[config.mk]
export PLATFORM = sky130hd
export DESIGN_NAME = conv2_maxpool
export DESIGN_NICKNAME = d
export VERILOG_FILES = /design/src/rtl/conv2_maxpool.sv
export SDC_FILE = /design/constraint.sdc
export NUM_CORES = 1
export LEC_CHECK = 0
export CAP_MARGIN = 15
export CORE_ASPECT_RATIO = 2
export CORE_UTILIZATION = 47
export CTS_CLUSTER_SIZE = 16
export DETAILED_ROUTE_END_ITERATION = 8
export PLACE_DENSITY_LB_ADDON = 0.2
export SYNTH_ARGS = -nofsm -noshare
export SYNTH_HDL_FRONTEND = slang
export SYNTH_SLANG_ARGS = --single-unit
[constraint.sdc]
create_clock -name clk -period 5.9 [get_ports clk]
set_clock_uncertainty 0.15 [all_clocks]
set_input_delay 1.18 -clock clk [delete_from_list [all_inputs] [get_ports clk]]
set_output_delay 1.18 -clock clk [all_outputs]
set_load 0.05 [all_outputs]
[src/rtl/conv2_maxpool.sv]
// conv2_maxpool: 2x2 stride-2 signed max-pool of a 3x8x8 conv2 map into a 3x4x4 pool map.
// Optional POOL_RELU_EN fuses a ReLU into the write stage. Revision 1.0.
`default_nettype none

module conv2_maxpool #(
    parameter int DATA_W = 16
) (
    input  logic                     clk,
    input  logic                     rst_n,
    input  logic                     i_start,
    output logic [5:0]               o_rd_addr,
    output logic [1:0]               o_rd_count,
    output logic                     o_rd_en,
    input  logic signed [DATA_W-1:0] i_rd_data,
    output logic [3:0]               o_wr_addr,
    output logic [1:0]               o_wr_count,
    output logic                     o_wr_en,
    output logic signed [DATA_W-1:0] o_wr_data,
    output logic                     o_busy,
    output logic                     o_done
);

    typedef enum logic [1:0] {
        S_IDLE  = 2'd0,
        S_RUN   = 2'd1,
        S_DRAIN = 2'd2,
        S_DONE  = 2'd3
    } state_t;

    state_t r_state;
    state_t w_state_nxt;

    logic [1:0] r_c;
    logic [1:0] r_py;
    logic [1:0] r_px;
    logic [1:0] r_p;
    logic       w_last_rd;
    logic       w_rd_en;
    logic       w_busy;
    logic       w_done;

    // Read-side tags delayed one cycle so they line up with returning data
    logic       r_vld;
    logic [1:0] r_ph;
    logic [3:0] r_win;
    logic [1:0] r_wc;

    logic signed [DATA_W-1:0] r_max;
    logic signed [DATA_W-1:0] w_final;
    logic signed [DATA_W-1:0] w_wr_val;

    logic                     r_wr_en;
    logic [3:0]               r_wr_addr;
    logic [1:0]               r_wr_count;
    logic signed [DATA_W-1:0] r_wr_data;

    assign w_last_rd = (r_c == 2'd2) && (r_py == 2'd3) && (r_px == 2'd3) && (r_p == 2'd3);

    always_ff @(posedge clk or negedge rst_n) begin
        if (!rst_n) begin
            r_state <= S_IDLE;
        end else begin
            r_state <= w_state_nxt;
        end
    end

    always_comb begin
        w_state_nxt = r_state;
        w_rd_en     = 1'b0;
        w_busy      = 1'b0;
        w_done      = 1'b0;
        case (r_state)
            S_IDLE: begin
                if (i_start) w_state_nxt = S_RUN;
            end
            S_RUN: begin
                w_rd_en = 1'b1;
                w_busy  = 1'b1;
                if (w_last_rd) w_state_nxt = S_DRAIN;
            end
            S_DRAIN: begin
                w_busy = 1'b1;
                if (r_wr_en) w_state_nxt = S_DONE;
            end
            S_DONE: begin
                w_done = 1'b1;
                if (i_start) w_state_nxt = S_RUN;
            end
            default: w_state_nxt = S_IDLE;
        endcase
    end

    // Read walk: phase fastest, then px, py, channel; all wrap back to zero after the pass
    always_ff @(posedge clk or negedge rst_n) begin
        if (!rst_n) begin
            r_c  <= 2'd0;
            r_py <= 2'd0;
            r_px <= 2'd0;
            r_p  <= 2'd0;
        end else if (r_state == S_RUN) begin
            r_p <= r_p + 2'd1;
            if (r_p == 2'd3) begin
                r_px <= r_px + 2'd1;
                if (r_px == 2'd3) begin
                    r_py <= r_py + 2'd1;
                    if (r_py == 2'd3) begin
                        r_c <= (r_c == 2'd2) ? 2'd0 : r_c + 2'd1;
                    end
                end
            end
        end
    end

    always_ff @(posedge clk or negedge rst_n) begin
        if (!rst_n) begin
            r_vld <= 1'b0;
            r_ph  <= 2'd0;
            r_win <= 4'd0;
            r_wc  <= 2'd0;
        end else begin
            r_vld <= w_rd_en;
            r_ph  <= r_p;
            r_win <= {r_py, r_px};
            r_wc  <= r_c;
        end
    end

    assign w_final = (i_rd_data > r_max) ? i_rd_data : r_max;

`ifdef POOL_RELU_EN
    assign w_wr_val = w_final[DATA_W-1] ? '0 : w_final;
`else
    assign w_wr_val = w_final;
`endif

    always_ff @(posedge clk or negedge rst_n) begin
        if (!rst_n) begin
            r_max      <= '0;
            r_wr_en    <= 1'b0;
            r_wr_addr  <= 4'd0;
            r_wr_count <= 2'd0;
            r_wr_data  <= '0;
        end else begin
            r_wr_en <= r_vld && (r_ph == 2'd3);
            if (r_vld) begin
                if ((r_ph == 2'd0) || (i_rd_data > r_max)) r_max <= i_rd_data;
                if (r_ph == 2'd3) begin
                    r_wr_data  <= w_wr_val;
                    r_wr_addr  <= r_win;
                    r_wr_count <= r_wc;
                end
            end
        end
    end

    assign o_rd_addr  = {r_py, r_p[1], r_px, r_p[0]};
    assign o_rd_count = r_c;
    assign o_rd_en    = w_rd_en;
    assign o_wr_addr  = r_wr_addr;
    assign o_wr_count = r_wr_count;
    assign o_wr_en    = r_wr_en;
    assign o_wr_data  = r_wr_data;
    assign o_busy     = w_busy;
    assign o_done     = w_done;

endmodule

`default_nettype wire

# Word-level counts from Yosys, hierarchy flattened
# Index checks and enable logic that the tools add are counted.
# totals
in_bits,19
register_bits,58
elab_cells,54
out_inout_bits,34
# op_classes
muxes,9
addsub,4
eq_ne,11
order_cmp,1
reduce_logical,15
# op_table
cell,n
16-bit > comparator,1
16-bit 2-to-1 mux,1
2-bit equality test (second input constant),7
2-bit by 1-bit adder with 2-bit output (second input constant),4
2-bit 2-to-1 mux,4
2-bit one-hot mux with 3 select lines,1
2-bit AND reduction,3
3-bit AND reduction,2
1-bit logical AND,4
2-bit zero test,2
2-bit != test (second input constant),2
4-bit AND reduction,1
2-bit OR reduction,2
1-bit 2-to-1 mux,3
2-bit by 1-bit equality test with 1-bit output (second input constant),1
2-bit by 1-bit != test with 1-bit output (second input constant),1
1-bit logical OR,1

# Longest topological paths before layout
# logic_depth
word_depth,6
mapped_depth,9
mapped_depth_nobuf,8

# Least setup slack after synthesis
# Ideal clock, no wire load.
# synth_timing
path_type,input to register
start,input port i_rd_data[15]
end,register r_max[10]
path_stages,8
arrival_time_ns,2.952
setup_ns,0.125
n_path_buf,1
slack_ns,2.673
required_ns,5.625
cell_sequence,ha_1 -> nand4_4 -> nor4_4 -> or2b_1 -> a31oi_2 -> o21ai_4 -> buf_6 -> mux2_4
# synth_via
elab_chain_cells,3
# synth_lines
item,line,source
"start, declared",14,"input logic signed [DATA_W-1:0] i_rd_data,"
16-bit > comparator,146,if ((r_ph == 2'd0) || (i_rd_data > r_max)) r_max <= i_rd_data;
1-bit logical OR,146,
2-bit AND reduction (no source line),--,
"end signal, assigned",146,
"end, declared",48,logic signed [DATA_W-1:0] r_max;
# No other way between the ends.
# A chain may end at the register's enable or synchronous reset.

# Worst setup path after layout
# layout_timing
start,input port i_rd_data[15]
end,register r_max[0]
# Same word-level chain as after synthesis.

==> run summary <==
top layer in use: met4
Finish-stage setup viols: 0
MaxCap Viol Count: 0
clock root buffer master: clkbuf_16
Area growth syn-to-layout: 30.92%
Final Non-Filler Cells: 357
die width: 56.93 µm
CTS buffer count: 9
setup TNS: 0 ns
crit path DAT: 3.86 ns
min Tclk post-route: 3.804 ns
count of cell types in the netlist: 40
Post-Route WL: 5751 µm
wl on met1: 2293 µm
via count: 1973
Hold/Removal Path Class: reg2reg
critical path class: in2reg
drt pass-1 iters: 6
WHS: 0.2686 ns
most frequent cells in the layout: 58 x dfrtp_1, 51 x clkdlybuf4s50_1, 25 x nand2_1
RSZ-0062 raised after global routing: false
Reg2Reg Launch Point: r_max[15]$_DFFE_PN0P_
Crit Path Max Fanout: 16
leakage power total: 0.001686 µW
DRT iter0 DRCs: 74
worst r2r path cells: 8
Top FF cell, synth: dfrtp_1
Post-synth EDFFs: 0
Top Ports: 53
DRC: 7
Die ar.: 6368 µm²
Final Cycle Share: 0.6447
global route overflow: 0
flop2flop setup slack: 3.03 ns
crit end category: flip-flop
WHS Endpoint: r_win[3]$_DFF_PN0_
total power: 1514 µW
hold buffers post-CTS: 0
HP Start: r_py[1]$_DFFE_PN0P_
met2 routed wirelength: 2984 µm
Final GP Congestion: 0.7918
GRT Total Usage: 0.2054
Pins Over Slew Limit: 0
DR WL/cell: 16.11 µm
CTS tree: built
Syn Area/Cell: 12.23 µm²
Final nets: 334
core area: 5758 µm²
Async S/R FF share, synth: 1.000
initial antenna violation count: 0
htree depth: 3
number of I/O port buffers: 52
Ys Warns: 0
met3 wire length: 286 µm
max incr delay on CP: 0.58 ns
postcts setup bufs: 0
first-pass GRT wire length: 9756 µm
Post-Syn Area: 2836 µm²
failing checks: DRC
Reg clk slew, reported paths: 0.05 ns
CP cell instances: clkdlybuf4s50_1 -> ha_1 -> nand4_4 -> nor4_4 -> or2b_1 -> a31oi_2 -> o21ai_4 -> mux2_2
detailed-placement wirelength estimate: 3869 µm
TritonCTS Sinks: 58
RR Endpoint: r_max[0]$_DFFE_PN0P_
Fmax: 0.2629 GHz
Power Dens Cells: 407.8 nW/µm²
hold depth: 0
Syn Inst Count: 232
Inserted Diodes: 0
maximum vdd drop: 0.2363 mV
Final Hold Fails: 0
sequential fraction of the synthesis area: 0.5117
Crit-path slowest cell: o21ai_4
Site Rows: 39
die height: 111.9 µm
worst-margin pin slew: 0.7966 ns
Post-Route Utilization: 0.6449
latest clock arrival within the worst-skew pair: 0.32 ns
crit start category: input pin
net count after synthesis: 274
Worst slew margin: 0.4689
Seq cells post-synth: 58
final antenna-violating net count: 0
vias in the first global route: 2058
largest net degree at the start of global routing: 59
fraction of layout cells with a size suffix above 1: 0.1588
dpl cells: 342
commonest non-fill, non-tap cell in the layout: dfrtp_1
status: finished, violations left
CTS Buffer Depth: 2
average vias per placed instance: 5.527
Initial Util: 0.4926
Worst Path Required: 5.95 ns
post_cts resized: 0
[metrics by stage]
step	instance area, µm²	worst slack (ns)
after floorplan	2836	2.673
after global placement	3408	1.752
after detailed placement	3408	1.772
after CTS	3714	2.108
after global routing	3714	1.968
final	3714	2.096
[cell families (layout without fill, tap and decap cells)]
logic type | after synthesis | after routing | synth area share
AND/OR/NAND/NOR | 63 | 63 | 0.1204
multiplexers | 20 | 20 | 0.09219
AO/OA/AOI/OAI | 39 | 39 | 0.1248
XOR/XNOR | 3 | 3 | 0.009265
adder cells (fa/ha/maj) | 23 | 23 | 0.1015
buffers and inverters | 26 | 90 | 0.04014
flip-flops | 58 | 58 | 0.5117
[per-layer routing]
| layer | GRT usage | up-vias |
|---|---|---|
| met5 | 0 | - |
| met4 | 0.1106 | 0 |
| met3 | 0.06852 | 14 |
| met2 | 0.3404 | 48 |
| met1 | 0.2270 | 967 |
| li1 | - | 944 |
[cell usage after synthesis (2+ instances only)]
master / n / area [µm²]
dfrtp_1: 58 / 1451
o22ai_1: 2 / 12.51
inv_1: 20 / 75.07
a21oi_1: 7 / 35.03
nand2_1: 25 / 93.84
nand2b_1: 16 / 100.1
nor3_1: 3 / 15.01
o221a_2: 5 / 56.30
o221a_1: 10 / 112.6
ha_1: 23 / 287.8
mux2_4: 10 / 150.1
nor2b_1: 2 / 12.51
mux2_2: 9 / 101.4
clkbuf_1: 2 / 7.510
xnor2_1: 2 / 17.52
buf_6: 2 / 22.52
nor2_1: 5 / 18.77
o21ai_0: 2 / 10.01
nand4_1: 4 / 25.02
a21o_1: 2 / 15.01
nand3_1: 4 / 20.02
[state kept, by name, summed over array words and instances (netlist names)]
| name | count |
|---|---|
| o_rd_count | 2 |
| o_wr_addr | 4 |
| o_wr_count | 2 |
| o_wr_data | 16 |
| o_wr_en | 1 |
| r_max | 16 |
| r_p | 2 |
| r_ph | 2 |
| r_px | 2 |
| r_py | 2 |
| r_state | 2 |
| r_vld | 1 |
| r_wc | 2 |
| r_win | 4 |
[final cells by class]
cell class | count | area, µm²
fill | 458 | 2044
sequential | 58 | 1451
multi-input combinational | 148 | 1271
timing repair buffer | 54 | 530.5
clock buffer | 13 | 270.3
inverter | 21 | 78.83
tap | 61 | 76.32
clock inverter | 2 | 35.03
[worst max-delay path by stage]
stage | startpoint | endpoint | slack, ns | depth (start not counted)
after floorplan | i_rd_data[15] | r_max[10]$_DFFE_PN0P_ | 2.67 | 8
after global placement | i_rd_data[15] | r_max[2]$_DFFE_PN0P_ | 1.75 | 8
after detailed placement | i_rd_data[15] | r_max[1]$_DFFE_PN0P_ | 1.77 | 8
after CTS | i_rd_data[15] | r_max[1]$_DFFE_PN0P_ | 2.11 | 8
after global routing | i_rd_data[15] | r_max[0]$_DFFE_PN0P_ | 1.97 | 8
final | i_rd_data[15] | r_max[0]$_DFFE_PN0P_ | 2.10 | 8
[worst max-delay path: cells and delay by family]
family / cells / cell delay [ns]
AOI/OAI and AO/OA: 2 / 0.63
and+or+nand+nor: 3 / 0.72
buffers and inverters: 1 / 0.46
muxes: 1 / 0.41
adders and majority gates: 1 / 0.47
[where the power goes]
| part | switching (µW) | total, µW | internal (µW) |
|---|---|---|---|
| sequential | 48.5 | 520 | 472 |
| clock | 165 | 523 | 357 |
| combinational | 280 | 471 | 191 |
Power figures use the tool's default switching activity.
